$ cat config.mk
export PLATFORM = sky130hd
export DESIGN_NAME = spi_sclk_engine
export DESIGN_NICKNAME = d
export VERILOG_FILES = /design/src/rtl/spi_sclk_engine.sv
export SDC_FILE = /design/constraint.sdc
export NUM_CORES = 1
export LEC_CHECK = 0
export CORE_MARGIN = 2
export CORE_UTILIZATION = 56
export DETAILED_ROUTE_END_ITERATION = 7
export GPL_ROUTABILITY_DRIVEN = 0
export PLACE_DENSITY = 0.79
export SETUP_SLACK_MARGIN = 0.1
export SYNTH_ARGS = -nofsm -noshare
export SYNTH_HDL_FRONTEND = slang
export SYNTH_SLANG_ARGS = --single-unit
$ cat constraint.sdc
create_clock -name wb_clk -period 2.4 [get_ports wb_clk]
set_input_delay 0.36 -clock wb_clk [delete_from_list [all_inputs] [get_ports wb_clk]]
set_output_delay 0.36 -clock wb_clk [all_outputs]
set_load 0.1 [all_outputs]
$ cat src/rtl/spi_sclk_engine.sv
// SPI serial-clock engine: SCLK generation for all CPOL/CPHA modes, shift/sample
// strobes and go/busy/done transfer sequencing with abort.
module spi_sclk_engine #(
    parameter int DIV_W = 16,
    parameter int LEN_W = 7
) (
    input  logic             wb_clk,
    input  logic             wb_rst,
    input  logic             go,
    input  logic             stop,
    input  logic             cpol,
    input  logic             cpha,
    input  logic [DIV_W-1:0] divider,
    input  logic [LEN_W-1:0] char_len,
    output logic             sclk_out,
    output logic             shift_stb,
    output logic             sample_stb,
    output logic             last_stb,
    output logic             busy,
    output logic             done
);

    localparam int EW = LEN_W + 2;
    localparam logic [LEN_W:0] N_MAX = {1'b1, {LEN_W{1'b0}}};

    typedef enum logic {
        S_IDLE = 1'b0,
        S_RUN  = 1'b1
    } state_e;

    state_e           state_q, state_d;
    logic [DIV_W-1:0] hc_q, hc_d;
    logic [EW-1:0]    ec_q, ec_d;
    logic             cpol_q, cpol_d;
    logic             cpha_q, cpha_d;
    logic [DIV_W-1:0] div_q, div_d;
    logic [LEN_W:0]   nbits_q, nbits_d;

    logic sclk_q, sclk_d;
    logic shift_q, shift_d;
    logic sample_q, sample_d;
    logic last_q, last_d;
    logic busy_q, busy_d;
    logic done_q, done_d;

    logic          wrap;
    logic          final_edge;
    logic          leading;
    logic          last_sample;
    logic [EW-1:0] two_n;

    // Edge k = ec_q + 1; an even ec_q therefore marks a leading (odd) edge.
    always_comb begin
        two_n       = {nbits_q, 1'b0};
        wrap        = (hc_q == div_q);
        final_edge  = wrap && (ec_q == two_n - EW'(1));
        leading     = ~ec_q[0];
        last_sample = (ec_q >= two_n - EW'(2));
    end

    always_ff @(posedge wb_clk) begin
        if (wb_rst) begin
            state_q <= S_IDLE;
        end else begin
            state_q <= state_d;
        end
    end

    always_comb begin
        state_d = state_q;
        case (state_q)
            S_IDLE: if (go) state_d = S_RUN;
            S_RUN:  if (stop || final_edge) state_d = S_IDLE;
            default: state_d = S_IDLE;
        endcase
    end

    always_comb begin
        hc_d    = hc_q;
        ec_d    = ec_q;
        cpol_d  = cpol_q;
        cpha_d  = cpha_q;
        div_d   = div_q;
        nbits_d = nbits_q;
        case (state_q)
            S_IDLE: begin
                if (go) begin
                    cpol_d  = cpol;
                    cpha_d  = cpha;
                    div_d   = divider;
                    nbits_d = (char_len == '0) ? N_MAX : {1'b0, char_len};
                    hc_d    = '0;
                    ec_d    = '0;
                end
            end
            S_RUN: begin
                if (wrap) begin
                    hc_d = '0;
                    ec_d = ec_q + EW'(1);
                end else begin
                    hc_d = hc_q + DIV_W'(1);
                end
            end
            default: ;
        endcase
    end

    always_comb begin
        sclk_d   = sclk_q;
        shift_d  = 1'b0;
        sample_d = 1'b0;
        last_d   = 1'b0;
        busy_d   = busy_q;
        done_d   = 1'b0;
        case (state_q)
            S_IDLE: begin
                sclk_d  = cpol;
                busy_d  = go;
                shift_d = go & ~cpha;
            end
            S_RUN: begin
                if (stop) begin
                    sclk_d = cpol_q;
                    busy_d = 1'b0;
                end else if (wrap) begin
                    sclk_d = final_edge ? cpol_q : ~sclk_q;
                    busy_d = ~final_edge;
                    done_d = final_edge;
                    if (cpha_q) begin
                        shift_d  = leading;
                        sample_d = ~leading;
                    end else begin
                        // The first bit was preloaded at go, so the final trailing edge has nothing to shift.
                        sample_d = leading;
                        shift_d  = ~leading & ~final_edge;
                    end
                    last_d = sample_d & last_sample;
                end
            end
            default: ;
        endcase
    end

    always_ff @(posedge wb_clk) begin
        if (wb_rst) begin
            hc_q     <= '0;
            ec_q     <= '0;
            cpol_q   <= 1'b0;
            cpha_q   <= 1'b0;
            div_q    <= '0;
            nbits_q  <= '0;
            sclk_q   <= 1'b0;
            shift_q  <= 1'b0;
            sample_q <= 1'b0;
            last_q   <= 1'b0;
            busy_q   <= 1'b0;
            done_q   <= 1'b0;
        end else begin
            hc_q     <= hc_d;
            ec_q     <= ec_d;
            cpol_q   <= cpol_d;
            cpha_q   <= cpha_d;
            div_q    <= div_d;
            nbits_q  <= nbits_d;
            sclk_q   <= sclk_d;
            shift_q  <= shift_d;
            sample_q <= sample_d;
            last_q   <= last_d;
            busy_q   <= busy_d;
            done_q   <= done_d;
        end
    end

    assign sclk_out   = sclk_q;
    assign shift_stb  = shift_q;
    assign sample_stb = sample_q;
    assign last_stb   = last_q;
    assign busy       = busy_q;
    assign done       = done_q;

endmodule

After elaboration in Yosys (flattened, before gate mapping)

Cells that the tools add are included.

Register bits after elaboration: 58
Bits in read-only memories: 0
Memories: 0
Output and inout port bits: 6
Word-level logic and storage cells: 63
Memory bits (writable): 0
Bits in latches: 0

Mux-type cells: 25
Multipliers: 0
Bitwise gates (word level): 9
$lt $le $gt $ge: 1
Add/sub/neg operators: 4
Shifts and indexed selects: 0
Reduce and logical (&&, ||, !) cells: 6
Equality and inequality tests: 5
Div/mod/pow operators: 0

Operator list:

| operator              | count |
|---|---|
| $mux 16               | 2 |
| $pmux 16 s2           | 1 |
| $mux 9                | 2 |
| $pmux 9 s2            | 1 |
| $add 16x1->16 const B | 1 |
| $eq 16x16->1          | 1 |
| $mux 1                | 14 |
| $add 9x1->9 const B   | 1 |
| $eq 9x9->1            | 1 |
| $ge 9x9->1            | 1 |
| $sub 9x1->9 const B   | 1 |
| $sub 9x2->9 const B   | 1 |
| $mux 8                | 1 |
| $pmux 1 s2            | 4 |
| $logic_not 7->1       | 1 |
| $not 1->1             | 6 |
| $reduce_and 2->1      | 2 |
| $reduce_or 4->1       | 1 |
| $and 1x1->1           | 3 |
| $ne 3x2->1 const B    | 1 |
| $ne 2x1->1 const B    | 1 |
| $ne 2x2->1 const B    | 1 |
| $logic_and 1x1->1     | 1 |
| $logic_or 1x1->1      | 1 |

Longest topological paths before layout

Word-level depth: 9
Gate-level depth with buffers: 11

Worst setup path before layout

Ideal clock, no wire load.

Path kind: reg2reg
Start point: reg nbits_q[0]
End point: reg sclk_q (netlist: sclk_out)
Stages on the path, launching flop included: 11
Arrival: 2.083 ns
Library setup time: 0.091 ns
Clock period less this slack: 2.174 ns
Slack: 0.226 ns
Path through: dfxtp_1 inv_1 ha_1 nand2_1 nor3_1 xnor2_1 ha_1 and4_1 nand3_1 or3_1 a311oi_1

Word-level cells in the longest chain between the ends: 7

RTL lines:

| item                   | RTL line | RTL |
|---|---|---|
| from (decl)            | 37       | `logic [LEN_W:0] nbits_q, nbits_d;` |
| from (signal assigned) | 164      | `nbits_q <= nbits_d;` |
| $sub 9x1->9            | 56       | `final_edge = wrap && (ec_q == two_n - EW'(1));` |
| $eq 9x9->1             | 56       |  |
| $logic_and 1x1->1      | 56       |  |
| $mux 1                 | 126      | `sclk_d = final_edge ? cpol_q : ~sclk_q;` |
| $mux 1                 | 125      | `end else if (wrap) begin` |
| $mux 1                 | 122      | `if (stop) begin` |
| $pmux 1 s2             | 115      | `case (state_q)` |
| to (signal assigned)   | 165      | `sclk_q <= sclk_d;` |
| to (decl)              | 39       | `logic sclk_q, sclk_d;` |

Every way passes these cells. The select of a mux whose other input is x is not followed.
A chain may end at the register's enable or synchronous reset.

Final worst setup path

Start point: reg nbits_q[3]
End point: reg shift_q (netlist: shift_stb)

Word-level cells in the longest chain between the ends: 9

RTL lines:

| item                 | RTL line | RTL |
|---|---|---|
| $sub 9x1->9          | 56       |  |
| $eq 9x9->1           | 56       |  |
| $logic_and 1x1->1    | 56       |  |
| $not 1->1            | 135      | `shift_d = ~leading & ~final_edge;` |
| $and 1x1->1          | 135      |  |
| $mux 1               | 129      | `if (cpha_q) begin` |
| $mux 1               | 125      |  |
| $mux 1               | 122      |  |
| $pmux 1 s2           | 115      |  |
| to (signal assigned) | 166      | `shift_q <= shift_d;` |
| to (decl)            | 40       | `logic shift_q, shift_d;` |

Every way passes these cells.

==> run_results.csv <==
group,metric,value,unit
status,status,"completed",
timing,setup_violations,0,
timing,drv_slew,0,
final_layout,final_common_cell,"nand2_1",
place,placement.io_buffers,34,
route,dr_total_vias,2752,
power_and_ir_drop,switchingPower,624,uW
floorplanning,fp.dieW,76.8,um
global_route,grt_pass1_wl,12000,um
logic_synthesis,synth_edf_count,0,
setup_path,cp_cell_sequence,"nor2_4 -> nand3_2 -> nor4_4 -> xnor2_1 -> ha_1 -> and4_4 -> nand3_4 -> buf_4 -> a21oi_1 -> o32a_1 -> nor2_1",
power_and_ir_drop,power_density,615,mW/mm^2
cts,clk_latency,0.34,ns
global_route,grt_pass1_vias,2534,
setup_path,cp_top_family,"simple AND/OR/NAND/NOR gates",
power_and_ir_drop,finalPower,2230,uW
logic_synthesis,synth-seq-cells,58,
final_layout,insertedDiodeCount,0,
global_route,grt_overflow,0,
logic_synthesis,synthCells,368,
power_and_ir_drop,p_clk_share,37.6,%
route,dr.pass1.iters,4,
logic_synthesis,syn_nets,408,
route,final_antenna_net_count,0,
place,dpl.hpwl,4810,um
timing,rsz0062_at_grt,"false",
cts,cts_buffer_depth,2,
floorplanning,io_pins,35,
cts,cts_num_sinks,58,
floorplanning,std_cell_rows,26,
final_layout,fillers,417,
logic_synthesis,synth_seq_area_share,39.2,%
logic_synthesis,ys_types,42,
cts,cts_tree,"done",
logic_synthesis,syn_avg_cell_area,8.05,sq um
timing,tns,0,ns
setup_path,critPathCaptureType,"flop",
power_and_ir_drop,p_int,1610,uW
timing,tightest_slew,0.984,ns
timing,hold_viol,0,
cts,cts-hold-fix-buffers,0,
setup_path,cp.required,2.61,ns
setup_path,arrival,2.44,ns
global_route,track_usage,25.2,%
setup_path,start_kind,"flop",
cts,root_buffer,"clkbuf_8",
setup_path,worst_path_max_delay_cell,"dfxtp_4",
setup_path,path_buf_inv,1,
route,routed_wl,6980,um
setup_path,critPathMaxStageDelay,0.36,ns
timing,maxSlewHeadroom,33.9,%
power_and_ir_drop,ir_drop,0.423,mV
cts,cts_buffers,9,
final_layout,layout_common_cells,"nand2_1, dfxtp_1, a21oi_1",
setup_path,crit_type,"flop to flop",
run,maxCapViolCount,0,
power_and_ir_drop,p_seq_share,46.2,%
route,drcViolationCount,0,
global_route,grt_max_degree,36,
route,avgViaCountPerCell,5.78,
timing,fmax,0.450,GHz
timing,finClkSkew,0.00663,ns
global_route,grt_antenna_before_repair,0,
power_and_ir_drop,switching_share,28.0,%
final_layout,syn_to_final_growth,22.4,%
route,drt_iter0_drc,328,
floorplanning,start_util,58.0,%
floorplanning,core_region_area,0.00511,sq mm
final_layout,final_nets,441,
route,wl_per_cell,14.7,um
power_and_ir_drop,p_comb_share,16.2,%
cts,htree_levels,3,
floorplanning,die_y,76.8,um
cts,path_clk_slew,0.07,ns
power_and_ir_drop,p_leak,0.00141,uW
logic_synthesis,synth_ff_type,"dfxtp_1",
floorplanning,dieArea,0.00589,sq mm
logic_synthesis,synthArstFlopShare,0,%
logic_synthesis,syn-cell-area,0.00296,sq mm
timing,period_needed,2.22,ns
logic_synthesis,ys_warn_count,0,
hold_path,worstHoldPathType,"flop to flop",
setup_path,cp_max_fo,3,
timing,min_period_over_period,92.7,%
final_layout,drive_above_1_share,13.1,%
per-stage QoR:
| stage | instance area (sq um) | setup slack [ns] | hold slack, ns | util, % | std cells |
|---|---|---|---|---|---|
| 2_1_floorplan | 2960 | 0.226 | 0.443 | - | 368 |
| 3_3_place_gp | 3360 | 0.150 | 0.456 | 65.8 | 460 |
| 3_5_place_dp | 3360 | 0.0309 | 0.460 | 65.8 | 460 |
| 4_1_cts | 3560 | 0.104 | 0.469 | 69.7 | 476 |
| 5_1_grt | 3630 | 0.102 | 0.492 | 71.0 | 476 |
| 6_report | 3630 | 0.175 | 0.466 | 71.0 | 476 |
worst min-delay path, delay by kind of cell, from the launching register on:
family             cells  cell delay, ns
DFF                    1            0.32
and+or+nand+nor        1            0.05
AOI/OAI and AO/OA      1            0.05
power by group through the flow:
stage	Sequential, uW	Clock, uW	Combinational (uW)
6_report	1030	840	361
5_1_grt	1030	886	395
4_1_cts	1030	849	341
3_5_place_dp	1050	0	332
3_3_place_gp	1050	0	324
2_1_floorplan	1070	0	198
final cells by class:
class / instances / area [sq um] / share of cell area (%)
flip-flops and latches: 58 / 1170 / 32.2
clock buffers: 14 / 173 / 4.76
multi-input cells: 279 / 1750 / 48.3
inverters: 8 / 30.0 / 0.828
clock inverters: 2 / 10.0 / 0.276
well taps: 70 / 87.6 / 2.41
repair buffers: 45 / 408 / 11.2
flip-flops by register name, summed over array words and instances (netlist names), 8 cells and up:
name	flops
nbits_q	8
ec_q	9
div_q	16
hc_q	16
path summary, 6_finish.rpt:
kind | slack (ns) | from | to | cells after the start
worst max-delay path | 0.18 | nbits_q[3] | shift_stb | 11
worst min-delay path | 0.47 | div_q[8] | div_q[8] | 2
worst max register to register | 0.18 | nbits_q[3] | shift_stb | 11
worst min register to register | 0.47 | div_q[8] | div_q[8] | 2
cells by family (layout without fill, tap and decap cells):
group / Yosys count / count (layout) / synth area share (%)
adders and majority gates: 11 / 11 / 4.64
DFF: 58 / 58 / 39.2
buffers and inverters: 31 / 69 / 4.39
muxes: 1 / 1 / 0.338
AOI/OAI and AO/OA: 85 / 85 / 17.7
and+or+nand+nor: 155 / 155 / 25.7
xor gates and xnor gates: 27 / 27 / 7.98
cells in the mapped netlist, types with 3 or more instances:
cell type / number / area share [%]
nand2_1: 73 / 9.2
dfxtp_1: 58 / 39
a21oi_1: 31 / 5.2
a31oi_1: 22 / 4.6
xor2_1: 20 / 5.9
nand3_1: 16 / 2.7
clkbuf_1: 14 / 1.8
nor2_1: 13 / 1.6
ha_1: 11 / 4.6
nor3_1: 9 / 1.5
or3_1: 9 / 1.9
inv_1: 8 / 1.0
nor4_1: 8 / 1.7
o211ai_1: 7 / 1.8
xnor2_1: 7 / 2.1
a21o_1: 5 / 1.3
buf_2: 5 / 0.84
o21ai_0: 5 / 0.84
or4_1: 5 / 1.3
nand2b_1: 4 / 0.84
nor4_2: 4 / 1.7
and3_1: 3 / 0.63
and4_1: 3 / 0.89
buf_1: 3 / 0.38
nor2b_1: 3 / 0.63
repair_timing:
| item | in CTS | in global routing |
|---|---|---|
| pin swaps | 0 | 9 |
| buffers inserted | 0 | 0 |
| resized for setup | 4 | 18 |
| endpoints found under the setup margin | 2 | 4 |
routing by layer:
metal	vias to the layer above	GRT usage, %	wire length (um)	share of wire [%]
li1	1385	-	-	-
met1	1257	35.8	3390	49
met2	94	37.4	3010	43
met3	16	4.12	417	6.0
met4	0	11.8	167	2.4
met5	-	0	0	0
(Power assumes the default switching activity.)
